`src/rtl/uart_bus_bridge_if.sv`:
```
// UART-FIFO / bus-master signal bundle for uart_bus_bridge.
// master: bridge side; slave: the FIFOs and bus fabric around it.
interface uart_bus_bridge_if #(
    parameter int ADDRWIDTH = 32,
    parameter int DATAWIDTH = 32
);
    logic [7:0]           rx_rd_data;
    logic                 rx_ne;
    logic                 rx_re;
    logic [7:0]           tx_wr_data;
    logic                 tx_we;
    logic                 tx_full;
    logic [ADDRWIDTH-1:0] mst_addr;
    logic [DATAWIDTH-1:0] mst_wr_data;
    logic                 mst_we;
    logic                 mst_re;
    logic [DATAWIDTH-1:0] mst_rd_data;
    logic                 mst_ack;

    modport master (
        input  rx_rd_data, rx_ne, tx_full, mst_rd_data, mst_ack,
        output rx_re, tx_wr_data, tx_we, mst_addr, mst_wr_data, mst_we, mst_re
    );

    modport slave (
        output rx_rd_data, rx_ne, tx_full, mst_rd_data, mst_ack,
        input  rx_re, tx_wr_data, tx_we, mst_addr, mst_wr_data, mst_we, mst_re
    );
endinterface

```
`src/rtl/uart_bus_bridge.sv`:
```
// Serial-to-bus command bridge. Decodes 'W' addr data / 'R' addr commands
// from the Rx FIFO, runs one bus transaction, replies through the Tx FIFO.
// Optional macro UART_BRIDGE_TIMEOUT_EN adds a bus ack timeout ('!' reply);
// without it BUS waits for mst_ack indefinitely.
module uart_bus_bridge #(
    parameter int ADDRWIDTH = 32,
    parameter int DATAWIDTH = 32,
    parameter int TIMEOUT   = 255
) (
    input  logic              bus_clk,
    input  logic              reset_l,
    uart_bus_bridge_if.master bus
);
    localparam int AB = ADDRWIDTH / 8;
    localparam int DB = DATAWIDTH / 8;

    typedef enum logic [2:0] {S_IDLE, S_ADDR, S_DATA, S_BUS, S_RESP} state_t;
    typedef enum logic [1:0] {R_PLUS, R_QUES, R_BANG, R_DATA} rsp_t;

    state_t               state, state_n;
    rsp_t                 rsp_kind;
    logic [7:0]           cnt;
    logic [7:0]           rsp_left;
    logic                 is_wr;
    logic                 strb_q;
    logic                 tmo_hit;
    logic [ADDRWIDTH-1:0] addr_q;
    logic [DATAWIDTH-1:0] wdata_q;
    logic [DATAWIDTH-1:0] rd_q;

    wire cmd_ok = (bus.rx_rd_data == 8'h57) || (bus.rx_rd_data == 8'h52);

`ifdef UART_BRIDGE_TIMEOUT_EN
    logic [15:0] tmo_cnt;

    // expiry on the BUS cycle where the wait count reaches TIMEOUT; ack wins
    assign tmo_hit = (state == S_BUS) && !bus.mst_ack && (tmo_cnt == 16'(TIMEOUT - 1));

    // timeout counter: zero in the strobe cycle, +1 per BUS cycle without ack
    always_ff @(posedge bus_clk or negedge reset_l) begin
        if (!reset_l)
            tmo_cnt <= '0;
        else if (state != S_BUS)
            tmo_cnt <= '0;
        else if (!bus.mst_ack)
            tmo_cnt <= tmo_cnt + 16'd1;
    end
`else
    logic unused_tmo;
    assign unused_tmo = ^TIMEOUT;
    assign tmo_hit    = 1'b0;
`endif

    // state register
    always_ff @(posedge bus_clk or negedge reset_l) begin
        if (!reset_l) state <= S_IDLE;
        else          state <= state_n;
    end

    // next-state decode
    always_comb begin
        state_n = state;
        case (state)
            S_IDLE: if (bus.rx_ne) state_n = cmd_ok ? S_ADDR : S_RESP;
            S_ADDR: if (bus.rx_ne && cnt == 8'(AB - 1)) state_n = is_wr ? S_DATA : S_BUS;
            S_DATA: if (bus.rx_ne && cnt == 8'(DB - 1)) state_n = S_BUS;
            S_BUS:  if (bus.mst_ack || tmo_hit) state_n = S_RESP;
            S_RESP: if (!bus.tx_full && rsp_left == 8'd1) state_n = S_IDLE;
            default: state_n = S_IDLE;
        endcase
    end

    // datapath: byte collection, read-data latch, reply sequencing
    always_ff @(posedge bus_clk or negedge reset_l) begin
        if (!reset_l) begin
            cnt      <= '0;
            rsp_left <= '0;
            rsp_kind <= R_PLUS;
            is_wr    <= 1'b0;
            strb_q   <= 1'b0;
            addr_q   <= '0;
            wdata_q  <= '0;
            rd_q     <= '0;
        end else begin
            strb_q <= (state_n == S_BUS) && (state != S_BUS);
            case (state)
                S_IDLE: if (bus.rx_ne) begin
                    is_wr    <= (bus.rx_rd_data == 8'h57);
                    cnt      <= '0;
                    rsp_kind <= R_QUES;
                    rsp_left <= 8'd1;
                end
                S_ADDR: if (bus.rx_ne) begin
                    addr_q <= (addr_q << 8) | ADDRWIDTH'(bus.rx_rd_data);
                    cnt    <= (cnt == 8'(AB - 1)) ? 8'd0 : cnt + 8'd1;
                end
                S_DATA: if (bus.rx_ne) begin
                    wdata_q <= (wdata_q << 8) | DATAWIDTH'(bus.rx_rd_data);
                    cnt     <= (cnt == 8'(DB - 1)) ? 8'd0 : cnt + 8'd1;
                end
                S_BUS: if (bus.mst_ack) begin
                    rd_q     <= bus.mst_rd_data;
                    rsp_kind <= is_wr ? R_PLUS : R_DATA;
                    rsp_left <= is_wr ? 8'd1 : 8'(DB);
                end else if (tmo_hit) begin
                    rsp_kind <= R_BANG;
                    rsp_left <= 8'd1;
                end
                S_RESP: if (!bus.tx_full) begin
                    rsp_left <= rsp_left - 8'd1;
                    if (rsp_kind == R_DATA) rd_q <= rd_q << 8;
                end
                default: ;
            endcase
        end
    end

    // outputs: FIFO handshakes, reply byte select, one-cycle bus strobes
    always_comb begin
        bus.rx_re      = 1'b0;
        bus.tx_we      = 1'b0;
        bus.tx_wr_data = 8'h00;
        if (state == S_IDLE || state == S_ADDR || state == S_DATA)
            bus.rx_re = bus.rx_ne;
        if (state == S_RESP) begin
            bus.tx_we = !bus.tx_full;
            case (rsp_kind)
                R_PLUS:  bus.tx_wr_data = 8'h2B;
                R_QUES:  bus.tx_wr_data = 8'h3F;
                R_BANG:  bus.tx_wr_data = 8'h21;
                default: bus.tx_wr_data = rd_q[DATAWIDTH-1 -: 8];
            endcase
        end
        bus.mst_we      = strb_q && is_wr;
        bus.mst_re      = strb_q && !is_wr;
        bus.mst_addr    = addr_q;
        bus.mst_wr_data = wdata_q;
    end
endmodule

```
`src/flat_wrapper.sv`:
```
// flat-port wrapper written by rule: the top's interface ports become plain ports
module uart_bus_bridge_flat 
#(
    parameter int ADDRWIDTH = 32,
    parameter int DATAWIDTH = 32,
    parameter int TIMEOUT   = 255
)
  (bus_clk, reset_l, bus_rx_rd_data, bus_rx_ne, bus_tx_full, bus_mst_rd_data, bus_mst_ack, bus_rx_re, bus_tx_wr_data, bus_tx_we, bus_mst_addr, bus_mst_wr_data, bus_mst_we, bus_mst_re);
  uart_bus_bridge_if #(.ADDRWIDTH(ADDRWIDTH), .DATAWIDTH(DATAWIDTH)) bus_i ();
  input  logic bus_clk;
  input  logic reset_l;
  input wire logic [$bits(bus_i.rx_rd_data)-1:0] bus_rx_rd_data;
  input wire logic [$bits(bus_i.rx_ne)-1:0] bus_rx_ne;
  input wire logic [$bits(bus_i.tx_full)-1:0] bus_tx_full;
  input wire logic [$bits(bus_i.mst_rd_data)-1:0] bus_mst_rd_data;
  input wire logic [$bits(bus_i.mst_ack)-1:0] bus_mst_ack;
  output wire logic [$bits(bus_i.rx_re)-1:0] bus_rx_re;
  output wire logic [$bits(bus_i.tx_wr_data)-1:0] bus_tx_wr_data;
  output wire logic [$bits(bus_i.tx_we)-1:0] bus_tx_we;
  output wire logic [$bits(bus_i.mst_addr)-1:0] bus_mst_addr;
  output wire logic [$bits(bus_i.mst_wr_data)-1:0] bus_mst_wr_data;
  output wire logic [$bits(bus_i.mst_we)-1:0] bus_mst_we;
  output wire logic [$bits(bus_i.mst_re)-1:0] bus_mst_re;
  assign bus_i.rx_rd_data = bus_rx_rd_data;
  assign bus_i.rx_ne = bus_rx_ne;
  assign bus_i.tx_full = bus_tx_full;
  assign bus_i.mst_rd_data = bus_mst_rd_data;
  assign bus_i.mst_ack = bus_mst_ack;
  assign bus_rx_re = bus_i.rx_re;
  assign bus_tx_wr_data = bus_i.tx_wr_data;
  assign bus_tx_we = bus_i.tx_we;
  assign bus_mst_addr = bus_i.mst_addr;
  assign bus_mst_wr_data = bus_i.mst_wr_data;
  assign bus_mst_we = bus_i.mst_we;
  assign bus_mst_re = bus_i.mst_re;
  uart_bus_bridge #(.ADDRWIDTH(ADDRWIDTH), .DATAWIDTH(DATAWIDTH), .TIMEOUT(TIMEOUT)) u_core (.bus_clk(bus_clk), .reset_l(reset_l), .bus(bus_i));
endmodule
```
`config.mk`:
```
export PLATFORM = sky130hd
export DESIGN_NAME = uart_bus_bridge_flat
export DESIGN_NICKNAME = d
export VERILOG_FILES = /design/src/rtl/uart_bus_bridge_if.sv /design/src/rtl/uart_bus_bridge.sv /design/src/flat_wrapper.sv
export SDC_FILE = /design/constraint.sdc
export NUM_CORES = 1
export LEC_CHECK = 0
export BUFFER_PORTS_ARGS = -buffer_cell sky130_fd_sc_hd__buf_2
export CAP_MARGIN = 20
export CORE_MARGIN = 8
export CORE_UTILIZATION = 50
export CTS_BUF_LIST = sky130_fd_sc_hd__clkbuf_2 sky130_fd_sc_hd__clkbuf_4 sky130_fd_sc_hd__clkbuf_8
export DETAILED_ROUTE_END_ITERATION = 7
export PLACE_DENSITY = 0.76
export SYNTH_ARGS = -nofsm -noshare
export SYNTH_HDL_FRONTEND = slang
export SYNTH_SLANG_ARGS = --single-unit
export TNS_END_PERCENT = 100
```
`constraint.sdc`:
```
create_clock -name bus_clk -period 3.65 [get_ports bus_clk]
set_input_delay 0.73 -clock bus_clk [delete_from_list [all_inputs] [get_ports bus_clk]]
set_output_delay 0.73 -clock bus_clk [all_outputs]
set_load 0.02 [all_outputs]
```
Word-level counts from Yosys, hierarchy flattened
Index checks and enable logic that the tools add are counted.
{ "totals": {"out_inout_bits": 76, "ff_bits": 119, "input_bits": 45} }
{ "op_classes": {"bitwise_logic": 2, "n_reduce_logical": 24, "n_eq_ne": 18, "n_addsub": 2, "n_mux": 29} }
{ "ops": {"columns": ["operator", "n"], "rows": [
  ["$mux W32", 3],
  ["$or A32 B8 Y32", 2],
  ["$pmux W32 S2", 1],
  ["$mux W8", 7],
  ["$pmux W8 S3", 2],
  ["$mux W3", 7],
  ["$eq A8 B7 Y1 const B", 2],
  ["$pmux W8 S2", 1],
  ["$pmux W3 S5", 1],
  ["$eq A3 B2 Y1 const B", 3],
  ["$add A8 B1 Y8 const B", 1],
  ["$eq A8 B1 Y1 const B", 1],
  ["$eq A8 B2 Y1 const B", 1],
  ["$reduce_and A4 Y1", 2],
  ["$sub A8 B1 Y8 const B", 1],
  ["$mux W2", 3],
  ["$ne A2 B2 Y1 const B", 3],
  ["$reduce_and A2 Y1", 3],
  ["$reduce_and A3 Y1", 2],
  ["$reduce_bool A2 Y1", 3],
  ["$logic_and A1 B1 Y1", 5],
  ["$eq A2 B2 Y1 const B", 2],
  ["$ne A2 B1 Y1 const B", 2],
  ["$pmux W2 S2", 1],
  ["other kinds (11)", 16]
]} }

Logic depth before layout (Yosys ltp)
Gate-level depths: netlist (run 1).
{ "logic_depth": {"word_depth": 7, "depth_mapped": 6, "depth_no_buf": 6} }

Worst setup path before layout (run 1)
No wires, ideal clock.
{ "synth_timing": {"path_kind": "in2reg", "startpoint": "input bus_tx_full", "endpoint": "register u_core.rd_q[2]", "t_arrival_ps": 2413, "path_slack_ps": 1089, "path_buffers": 1, "required_ps": 3503, "path_stages": 5, "cell_sequence": "nor4b_1 > a31oi_1 > clkbuf_1 > nand2_1 > o21ai_0"} }
{ "synth_via": {"elab_chain_len": 2} }
{ "synth_rtl": {"columns": ["item", "line_no", "rtl"], "rows": [
  ["start: declaration", "flat_wrapper.sv:14", "input wire logic [$bits(bus_i.tx_full)-1:0] bus_tx_full;"],
  ["$ne A2 B2 Y1 (no source line)", null, null],
  ["$reduce_and A4 Y1 (no source line)", null, null],
  ["end signal: assignment", "uart_bus_bridge.sv:102", "rd_q <= bus.mst_rd_data;"],
  ["end signal: assignment", "uart_bus_bridge.sv:111", "if (rsp_kind == R_DATA) rd_q <= rd_q << 8;"],
  ["end: declaration", "uart_bus_bridge.sv:29", "logic [DATAWIDTH-1:0] rd_q;"]
]} }
Every way passes these cells.
A chain may end at the register's enable or synchronous reset.

Final worst setup path (run 1)
{ "layout_timing": {"startpoint": "register u_core.state[2]", "endpoint": "output bus_tx_wr_data[6]"} }
{ "layout_via": {"elab_chain_len": 2} }
{ "layout_rtl": {"columns": ["item", "line_no", "rtl"], "rows": [
  ["start: declaration", "uart_bus_bridge.sv:20", "state_t state, state_n;"],
  ["start signal: assignment", "uart_bus_bridge.sv:57", "else state <= state_n;"],
  ["$eq A3 B3 Y1", "uart_bus_bridge.sv:125", "if (state == S_RESP) begin"],
  ["$mux W8", "uart_bus_bridge.sv:125", null],
  ["end: declaration", "flat_wrapper.sv:18", "output wire logic [$bits(bus_i.tx_wr_data)-1:0] bus_tx_wr_data;"]
]} }
Every way passes these cells.

==> metrics.md, run 1 <==
| Metric | Value |
|---|---|
| Synth Warn # | 0 |
| Post-synth ARST share | 100.0% |
| Yosys reg bits | 119 |
| Routed Antenna Nets | 0 |
| Number of global-route vias before repair | 3951 |
| Clock Path Buffers | 2 |
| Reg2reg start | u_core.state[1] |
| Critical R2R Capture | u_core.rd_q[26] |
| Worst Path Required | 2920 ps |
| Area grow syn2layout | 21.86% |
| Vias per cell | 5.255 |
| Largest net degree at the start of global routing | 73 |
| Largest stage delay on the critical path | 550 ps |
| RSZ-0062 raised after global routing | no |
| Status | finished clean |
| Buf/Inv on CP | 2 |
| Clock transition at path regs | 80 ps |
| GRT overflow | 0 |
| Highest Clock Rate | 0.3449 GHz |
| Residual DRC count | 0 |
| Worst setup margin | 750.9 ps |
| Critical-path cell list | nor3b_4 -> buf_4 -> and3_1 -> buf_2 |
| Antenna Cells | 0 |
| Die Ht | 118.2 um |
| Number of flops mapped to enable cells by yosys | 0 |
| Fin crit period | 2899 ps |
| DP Area | 0.005978 mm^2 |
| Tcrit/Tclk final | 79.43% |
| Hold WS | 322.2 ps |
| Num CTS Buffers | 17 |
| Endpoints failing setup | 0 |
| Initial core utilization | 51.08% |
| Post-CTS sizing | 0 |
| Max FO, Critical Path | 14 |
| Num ports | 121 |
| Leakage | 3.286 nW |
| Final wirelength | 11830 um |
| Startpoint Class | register |
| Post-CTS Hold Buffers | 0 |
| Via Count | 3768 |
| Max_slew headroom | 41.00% |
| Worst Path Arrival | 2170 ps |
| WL per Instance | 16.50 um |
| Max-cap violations | 0 |
| Worst reg-to-reg setup slack | 1470 ps |
| Post-CTS setup buffers | 0 |
| Synthesized area | 0.005226 mm^2 |
| Fraction of layout instances using a drive strength above 1 | 39.41% |
| Metal3 WL | 1144 um |
| Final hold vios | 0 |
| Die width | 118.2 um |
| Critical path type | reg2out |
| Max-slew violation count | 0 |
| Row cnt | 37 |
| Unique cell type count in the Yosys netlist | 48 |
| Worst slack, placed | 1031 ps |
| Top routing layer in use | met5 |
| Crit path max-delay family | simple AND/OR/NAND/NOR gates |
| Cells on worst reg2reg path | 5 |
| Core area | 0.01023 mm^2 |
| Met2 Wirelength | 5614 um |
| Die area | 0.01398 mm^2 |
| Design area | 0.006369 mm^2 |
| Gpl congestion | 0.8438 |
| CP max-delay cell | dfrtp_1 |
| Final Skew | 11.97 ps |
| First-pass GRT wire length | 19510 um |
| Synth Instances | 446 |
| Skew-Pair Late Insertion Delay | 430 ps |
| Setup TNS | 0 ps |
| Root buffer cell | clkbuf_8 |
| Port bufs | 120 |
| Initial antenna violation count | 1 |
| DRT met1 WL | 4928 um |
| Sequential area share after synthesis | 56.98% |
| VDD IR max | 454.6 uV |
| CTS Sinks | 119 |
| Slew @ Worst Pin | 872.7 ps |
| TritonRoute pass-1 iters | 5 |
| Avg Cell Area, Syn | 11.72 um^2 |
| PwrDens | 540.5 mW/mm^2 |
| Crit path capture type | output port |
| Hold Crit Class | in2async |
| DR iter-0 viols | 232 |
| Final nets | 617 |
| Dpl hpwl | 8265 um |
| CTS tree | done |
| Total global routing track utilization | 17.26% |
| Htree depth | 4 |
| Mapped Nets | 494 |
| Highest-count cells in the layout ignoring fill and taps | 119 x buf_2, 119 x dfrtp_1, 65 x mux2_2, 57 x nand2_1, 41 x o21ai_0 |
| Main synth FF type | dfrtp_1 |
-- power breakdown --
| group | switching (mW) | internal, mW | leakage (nW) |
|---|---|---|---|
| combinational | 0.440 | 0.301 | 1.49 |
| clock | 0.555 | 0.617 | 0.189 |
| sequential | 0.103 | 1.43 | 1.61 |
-- cell families (layout without fill, tap and decap cells) --
kind of cell,Yosys count,in the layout,synth area share (%)
DFF,119,119,56.98
xor gates and xnor gates,7,7,1.173
adders and majority gates,3,3,0.7183
buffers and inverters,30,165,2.586
and+or+nand+nor,127,127,12.35
muxes,89,89,18.60
AOI/OAI and AO/OA,71,71,7.590
-- per-layer routing --
layer | up-vias | GRT usage [%]
li1 | 1811 | -
met1 | 1821 | 20.03
met2 | 122 | 26.79
met3 | 12 | 9.662
met4 | 2 | 5.204
met5 | - | 0
-- worst max-delay path by stage --
stage                         start           endpoint  slack, ps  cells past startpoint
floorplan               bus_tx_full     u_core.rd_q[2]       1090                      5
global placement        bus_tx_full          bus_tx_we       1160                      3
detailed placement      bus_tx_full          bus_tx_we       1030                      3
CTS                 u_core.state[2]  bus_tx_wr_data[6]        730                      4
global route        u_core.state[2]  bus_tx_wr_data[6]        600                      4
finish              u_core.state[2]  bus_tx_wr_data[6]        750                      4
-- worst reg2reg max path, stage by stage (launching register included) --
cell and delay, ps:
dfrtp_1 520, nor4b_1 830, a31oi_4 130, buf_4 320, nand2_1 150, o21ai_0 90
-- area by class of cell --
cell class	instances	area, um^2
clock inverter	13	148.9
fill	792	3862
clock buffer	18	241.5
multi-input combinational	297	2140
inverter	8	30.03
timing repair buffer	126	660.6
sequential	119	2978
tap	136	170.2
-- cells in the mapped netlist, types with 2 or more instances --
master	count	area, um^2
dfrtp_1	119	2978
mux2_2	65	732.0
nand2_1	57	214.0
o21ai_0	41	205.2
mux2i_1	24	240.2
nor2_1	19	71.32
a21oi_1	13	65.06
clkbuf_1	11	41.29
buf_2	9	45.04
inv_1	8	30.03
nand3_1	7	35.03
xor2_1	7	61.31
and2_1	6	37.54
and3_1	4	25.02
nand4_1	4	25.02
nor2b_1	4	25.02
nor3_1	4	20.02
a31oi_1	3	18.77
ha_1	3	37.54
nand2b_1	3	18.77
nand3b_1	3	22.52
nor4b_1	3	26.28
o31ai_1	3	22.52
o2bb2ai_1	2	17.52
-- flip-flops by register name (all words and copies together), names as in the netlist --
name and cells:
u_core.rd_q 32, u_core.strb_q 1, u_core.bus.mst_wr_data 32, u_core.cnt 8
u_core.bus.mst_addr 32, u_core.rsp_kind 2, u_core.rsp_left 8, u_core.state 3
u_core.is_wr 1
-- metrics by stage --
step           instances  util (%)  total power, mW
6_report             717     62.25            3.443
5_1_grt              717     62.25            3.618
4_1_cts              717     62.25            3.463
3_5_place_dp         686     58.43            2.287
3_3_place_gp         686     58.43            2.264
2_1_floorplan        446         -            2.025
(Power assumes the default switching activity.)
==> run 2: changes to the inputs <==
--- a/config.mk
+++ b/config.mk
@@ -5,13 +5,14 @@
 export SDC_FILE = /design/constraint.sdc
 export NUM_CORES = 1
 export LEC_CHECK = 0
+export ABC_AREA = 1
 export BUFFER_PORTS_ARGS = -buffer_cell sky130_fd_sc_hd__buf_2
 export CAP_MARGIN = 20
 export CORE_MARGIN = 8
 export CORE_UTILIZATION = 50
 export CTS_BUF_LIST = sky130_fd_sc_hd__clkbuf_2 sky130_fd_sc_hd__clkbuf_4 sky130_fd_sc_hd__clkbuf_8
 export DETAILED_ROUTE_END_ITERATION = 7
-export PLACE_DENSITY = 0.76
+export PLACE_DENSITY = 0.79
 export SYNTH_ARGS = -nofsm -noshare
 export SYNTH_HDL_FRONTEND = slang
 export SYNTH_SLANG_ARGS = --single-unit
==> constraint.sdc (replaced) <==
create_clock -name bus_clk -period 2.4 [get_ports bus_clk]
set_input_delay 0.48 -clock bus_clk [delete_from_list [all_inputs] [get_ports bus_clk]]
set_output_delay 0.48 -clock bus_clk [all_outputs]
set_load 0.02 [all_outputs]
==> run 2 against run 1 <==
Compared with the run above:
- sequential cell count did not move
- power up 67%
- non-clock buffer count increased by 3
- highest routed layer is now met4
==> metrics.md, run 2 <==
| Metric | Value |
|---|---|
| Vias per cell | 5.024 (was 5.255) |
| Status | finished clean (unchanged) |
| Synth area leaders | dfrtp_1 55%, nand2_1 9.1%, o21ai_0 6.5%, inv_1 6.0%, mux2_2 3.3% (was dfrtp_1 57%, mux2_2 14%, mux2i_1 4.6%, nand2_1 4.1%, o21ai_0 3.9%) |
| Crit path capture type | output port (unchanged) |
| Unique cell type count in the Yosys netlist | 32 (was 48) |
| Tcrit/Tclk final | 94.11% |
| CTS tree | done (unchanged) |
| Commonest non-fill, non-tap cell in the layout | nand2_1 |
| Residual DRC count | 0 (unchanged) |
| Cell taking the most area after synthesis | dfrtp_1 (unchanged) |
| Synth Warn # | 0 (unchanged) |
| Die area | 0.01436 mm^2 (was 0.01398 mm^2) |
| Htree depth | 4 (unchanged) |
| Num ports | 121 (unchanged) |
| Die Ht | 119.8 um (was 118.2 um) |
| Final nets | 783 (was 617) |
| Worst reg-to-reg setup slack | 470 ps (was 1470 ps) |
| Total global routing track utilization | 16.86% (was 17.26%) |
| Final hold vios | 0 (unchanged) |
| Leakage | 3.465 nW (was 3.286 nW) |
| Critical path type | reg2out (unchanged) |
| Clock Path Buffers | 2 (unchanged) |
| Synth cell count leaders | 131 x nand2_1, 119 x dfrtp_1, 86 x inv_1 (was 119 x dfrtp_1, 65 x mux2_2, 57 x nand2_1) |
| Root buffer cell | clkbuf_8 (unchanged) |
| Setup TNS | 0 ps (unchanged) |
| Gpl congestion | 0.8469 (was 0.8438) |
| PwrDens | 878.4 mW/mm^2 (was 540.5 mW/mm^2) |
| Max-slew violation count | 0 (unchanged) |
| Avg Cell Area, Syn | 8.779 um^2 (was 11.72 um^2) |
| Non-filler cells, final | 889 (was 717) |
| Main synth FF type | dfrtp_1 (unchanged) |
| Synth top area share | 55.25% (was 56.98%) |
| Highest Clock Rate | 0.4428 GHz |
| Slew @ Worst Pin | 657.9 ps (was 872.7 ps) |
| RSZ-0062 raised after global routing | no (unchanged) |
| CTS Sinks | 119 (unchanged) |
| First-pass GRT wire length | 19870 um (was 19510 um) |
| Number of global-route vias before repair | 4399 (was 3951) |
| Largest net degree at the start of global routing | 120 (was 73) |
| Placed cells | 856 (was 686) |
| Row cnt | 38 (was 37) |
| Fraction of layout instances using a drive strength above 1 | 26.47% (was 39.41%) |
| Max-cap violations | 0 (unchanged) |
| Num CTS Buffers | 17 (unchanged) |
| Hold Crit Class | in2async (unchanged) |
| Skew-Pair Late Insertion Delay | 420 ps (was 430 ps) |
| TritonRoute pass-1 iters | 5 (unchanged) |
| Max_slew headroom | 56.09% (was 41.00%) |
| Post-CTS sizing | 0 (unchanged) |
| Post-CTS Hold Buffers | 0 (unchanged) |
| Clock transition at path regs | 70 ps (was 80 ps) |
| Die width | 119.8 um (was 118.2 um) |
| Initial core utilization | 50.39% (was 51.08%) |
| Highest-count cells in the layout ignoring fill and taps | 131 x nand2_1, 119 x buf_2, 119 x dfrtp_1, 86 x inv_1, 70 x o21ai_0 (was 119 x buf_2, 119 x dfrtp_1, 65 x mux2_2, 57 x nand2_1, 41 x o21ai_0) |
| Mapped Nets | 662 (was 494) |
| Yosys reg bits | 119 (unchanged) |
| Fin crit period | 2259 ps |
| Core area | 0.01070 mm^2 (was 0.01023 mm^2) |
| Final wirelength | 11880 um (was 11830 um) |
| GRT overflow | 0 (unchanged) |
| Initial antenna violation count | 0 (was 1) |
| Worst Path Arrival | 1780 ps (was 2170 ps) |
| Worst Path Required | 1920 ps (was 2920 ps) |
| Number of flops mapped to enable cells by yosys | 0 (unchanged) |
| Routed Antenna Nets | 0 (unchanged) |
| Area grow syn2layout | 21.12% (was 21.86%) |
| Synthesized area | 0.005390 mm^2 (was 0.005226 mm^2) |
| Post-CTS setup buffers | 0 (unchanged) |
| Dpl hpwl | 8813 um (was 8265 um) |
| DR iter-0 viols | 407 (was 232) |
| Startpoint Class | register (unchanged) |
| WL per Instance | 13.36 um (was 16.50 um) |
| Max FO, Critical Path | 9 (was 14) |
| Endpoints failing setup | 0 (unchanged) |
| Final Skew | 8.083 ps (was 11.97 ps) |
| Synth Instances | 614 (was 446) |
| VDD IR max | 568.2 uV (was 454.6 uV) |
| Port bufs | 120 (unchanged) |
| Post-synth ARST share | 100.0% (unchanged) |
| Via Count | 4466 (was 3768) |
| Sequential area share after synthesis | 55.25% (was 56.98%) |
| Most numerous cell in the Yosys netlist | nand2_1 (was dfrtp_1) |
==> run 2: changes by cell type in the layout (fill, tap and decap cells not counted), sizes merged, moves of 4 or more <==
cell	previous run	this run
nand2	57	134
and3	4	0
xor2	7	3
o21ai	42	101
nor4b	4	0
inv	10	92
mux2i	24	0
and2	6	0
nor2b	4	0
nor2	19	49
mux2	65	16
a21oi	13	25
nand3	7	26
==> run 2: kinds of logic after synthesis <==
logic type	Yosys count	share of synthesized area (%)
mux	16	3.343
flops	119	55.25
simple gates	226	18.13
xor+xnor	4	0.6501
compound gates	131	12.91
fa+ha+maj	3	0.6965
buf+inv	115	9.030
==> run 2: layer usage <==
| metal | wire (um) | vias to the layer above | global-route usage, % |
|---|---|---|---|
| li1 | - | 2204 | - |
| met1 | 5102 | 2104 | 20.53 |
| met2 | 5520 | 139 | 26.76 |
| met3 | 1034 | 19 | 6.059 |
| met4 | 218 | 0 | 6.870 |
| met5 | 0 | - | 0 |
==> run 2: final timing paths <==
check	cells past startpoint	from	to
worst max-delay path	6	u_core.state[1]	bus_tx_wr_data[3]
worst min-delay path	2	reset_l	u_core.bus.mst_addr[11]
worst min register to register	2	u_core.bus.mst_wr_data[26]	u_core.bus.mst_wr_data[26]
max in group asynchronous	2	reset_l	u_core.rd_q[19]
min in group bus_clk	3	bus_mst_rd_data[4]	u_core.rd_q[4]
worst max register to register	6	u_core.state[0]	u_core.bus.mst_addr[12]
==> run 2: cell type report <==
cell class / instances / area, um^2
fill: 877 / 4169
sequential: 119 / 2978
multi-input combinational: 380 / 1931
timing repair buffer: 129 / 699.4
inverter: 88 / 332.8
clock buffer: 17 / 234.0
clock inverter: 15 / 176.4
tap: 140 / 175.2
antenna: 1 / 2.502
==> run 2: worst max-delay path, cell delays in order (launching register included) <==
cell,delay (ps)
dfrtp_1,420
nor2_2,170
nand2_2,140
inv_4,130
o21ai_0,150
a21oi_1,160
buf_2,180
==> run 2: report_power, final <==
group          switching, mW  internal, mW  leakage [nW]
Sequential             0.150          2.32          1.54
Combinational          0.903         0.503          1.72
Clock                  0.831          1.03         0.203
Total                   1.88          3.85          3.46
==> run 2: per-stage QoR <==
step	power (mW)	instance area, um^2	util [%]	setup WS [ps]	hold slack (ps)
after floorplan	3.549	5390	-	407.4	184.4
after global placement	3.841	6110	57.11	567.9	464.5
after detailed placement	3.906	6110	57.11	498.8	472.4
after CTS	5.785	6520	60.95	84.42	156.6
after global routing	6.101	6526	61.01	12.90	187.0
final	5.735	6529	61.03	141.4	102.0
==> run 3: changes to the inputs <==
--- a/config.mk
+++ b/config.mk
@@ -8,7 +8,7 @@
 export ABC_AREA = 1
 export BUFFER_PORTS_ARGS = -buffer_cell sky130_fd_sc_hd__buf_2
 export CAP_MARGIN = 20
-export CORE_MARGIN = 8
+export CORE_MARGIN = 4
 export CORE_UTILIZATION = 50
 export CTS_BUF_LIST = sky130_fd_sc_hd__clkbuf_2 sky130_fd_sc_hd__clkbuf_4 sky130_fd_sc_hd__clkbuf_8
 export DETAILED_ROUTE_END_ITERATION = 7
==> run 3 against run 2 <==
Compared with the run above:
- sequential power barely moved
- clock-buffer cell count is 1 higher
- utilization rose by 1.6 points
- worst setup slack gained 28 ps
- final cell count fell by 0.34%
- critical path depth is the same
- register-to-register slack better by 40 ps
- critical endpoint is now bus_tx_wr_data[1]
- clock skew hardly changed
==> metrics.md, run 3 (synthesis results as in run 2) <==
| Metric | Value |
|---|---|
| Vias per cell | 5.007 (was 5.024) |
| Final wirelength | 11960 um (was 11880 um) |
| Fraction of layout instances using a drive strength above 1 | 26.80% (was 26.47%) |
| Core area | 0.01042 mm^2 (was 0.01070 mm^2) |
| DRT met1 WL | 5260 um (was 5102 um) |
| Total global routing track utilization | 19.94% (was 16.86%) |
| Root buffer cell | clkbuf_8 (unchanged) |
| Gpl congestion | 0.8262 (was 0.8469) |
| Leakage | 3.457 nW (was 3.465 nW) |
| CTS Sinks | 119 (unchanged) |
| Commonest non-fill, non-tap cell in the layout | nand2_1 (unchanged) |
| Die width | 111.8 um (was 119.8 um) |
| RSZ-0062 raised after global routing | no (unchanged) |
| Highest Clock Rate | 0.4483 GHz (was 0.4428 GHz) |
| Fin crit period | 2231 ps (was 2259 ps) |
| Max-cap violations | 0 (unchanged) |
| Startpoint Class | register (unchanged) |
| Final Skew | 7.678 ps (was 8.083 ps) |
| Setup TNS | 0 ps (unchanged) |
| Htree depth | 4 (unchanged) |
| End-of-flow core utilization | 62.63% (was 61.03%) |
| Max FO, Critical Path | 9 (unchanged) |
| Metal3 WL | 808 um (was 1034 um) |
| Post-CTS Hold Buffers | 0 (unchanged) |
| Via Count | 4436 (was 4466) |
| Number of global-route vias before repair | 4413 (was 4399) |
| WL per Instance | 13.50 um (was 13.36 um) |
| Status | finished clean (unchanged) |
| Highest-count cells in the layout ignoring fill and taps | 131 x nand2_1, 119 x buf_2, 119 x dfrtp_1, 86 x inv_1, 69 x o21ai_0 (was 131 x nand2_1, 119 x buf_2, 119 x dfrtp_1, 86 x inv_1, 70 x o21ai_0) |
| Final nets | 785 (was 783) |
| Clock Path Buffers | 2 (unchanged) |
| Max-slew violation count | 0 (unchanged) |
| Dpl hpwl | 8589 um (was 8813 um) |
| GRT overflow | 0 (unchanged) |
| Residual DRC count | 0 (unchanged) |
| Num ports | 121 (unchanged) |
| Antenna Cells | 0 (was 1) |
| PwrDens | 868.1 mW/mm^2 (was 878.4 mW/mm^2) |
| Met2 Wirelength | 5675 um (was 5520 um) |
| DR iter-0 viols | 291 (was 407) |
| TritonRoute pass-1 iters | 5 (unchanged) |
| Hold Crit Class | in2async (unchanged) |
| Endpoints failing setup | 0 (unchanged) |
| Tcrit/Tclk final | 92.95% (was 94.11%) |
| Die Ht | 111.8 um (was 119.8 um) |
| CTS tree | done (unchanged) |
| Area grow syn2layout | 21.03% (was 21.12%) |
| Top routing layer in use | met5 (was met4) |
| Port bufs | 120 (unchanged) |
| Slew @ Worst Pin | 647.2 ps (was 657.9 ps) |
| Final hold vios | 0 (unchanged) |
| Hold WS | 51.45 ps (was 102.0 ps) |
| Worst Path Required | 1920 ps (about the same) |
| Skew-Pair Late Insertion Delay | 430 ps (was 420 ps) |
| Initial antenna violation count | 1 (was 0) |
| Routed Antenna Nets | 0 (unchanged) |
| Largest net degree at the start of global routing | 65 (was 120) |
| Worst Path Arrival | 1750 ps (was 1780 ps) |
| Row cnt | 37 (was 38) |
| Max_slew headroom | 56.80% (was 56.09%) |
| VDD IR max | 541.7 uV (was 568.2 uV) |
| Num CTS Buffers | 17 (unchanged) |
| First-pass GRT wire length | 20370 um (was 19870 um) |
| Clock transition at path regs | 80 ps (was 70 ps) |
| Crit path capture type | output port (unchanged) |
| Critical path type | reg2out (unchanged) |
| Initial core utilization | 51.75% (was 50.39%) |
| Die area | 0.01251 mm^2 (was 0.01436 mm^2) |
-- run 3: cell count changes in the layout (fill, tap and decap cells not counted), moves of 2 or more --
cell,delta
clkinvlp_4,+2
clkinv_4,+2
buf_4,+3
clkinv_2,-2
inv_6,-2
-- run 3: worst max-delay path, cell delays in order (launching register included) --
cell and delay (ps):
dfrtp_1 430, nor2_2 160, nand2_2 100, inv_2 150, o21ai_1 130, a21oi_1 160, buf_2 190
-- run 3: area by class of cell --
class / instances / area (um^2)
clock inverters: 14 / 151.4
well taps: 136 / 170.2
repair buffers: 131 / 710.7
multi-input cells: 380 / 1936
inverters: 88 / 330.3
fillers: 863 / 3892
flip-flops and latches: 119 / 2978
clock buffers: 18 / 247.7
-- run 3: path summary, 6_finish.rpt --
| kind | from | end | slack (ps) | depth (start not counted) |
|---|---|---|---|---|
| max | u_core.state[1] | bus_tx_wr_data[1] | 170 | 6 |
| min | reset_l | u_core.bus.mst_wr_data[30] | 50 | 1 |
| max reg2reg | u_core.state[0] | u_core.bus.mst_addr[5] | 510 | 6 |
| min reg2reg | u_core.bus.mst_wr_data[26] | u_core.bus.mst_wr_data[26] | 490 | 2 |
| max in group asynchronous | reset_l | u_core.cnt[1] | 1610 | 2 |
| min in group bus_clk | bus_mst_rd_data[1] | u_core.rd_q[1] | 280 | 3 |
-- run 3: routing by layer --
layer / up-vias / global-route usage [%]
met5: - / 0
met4: 2 / 6.650
met3: 21 / 6.196
met2: 138 / 32.69
met1: 2066 / 25.23
li1: 2209 / -
-- run 3: timing repair --
action                     4_1_cts  5_1_grt
setup buffers                    0        0
hold endpoints to repair         0        0
setup endpoints to repair        0        3
gates resized for setup          0        2
-- run 3: stage by stage --
stage,power (mW),setup WS [ps],instances,cell area (um^2)
finish,5.663,169.1,886,6524
global route,6.047,17.19,886,6524
CTS,5.704,93.40,886,6519
detailed placement,3.902,533.1,854,6120
global placement,3.833,573.7,854,6120
floorplan,3.549,407.4,614,5390
-- run 3: where the power goes --
part / internal [mW] / switching [mW]
Clock: 0.954 / 0.828
Sequential: 2.32 / 0.156
Combinational: 0.501 / 0.907
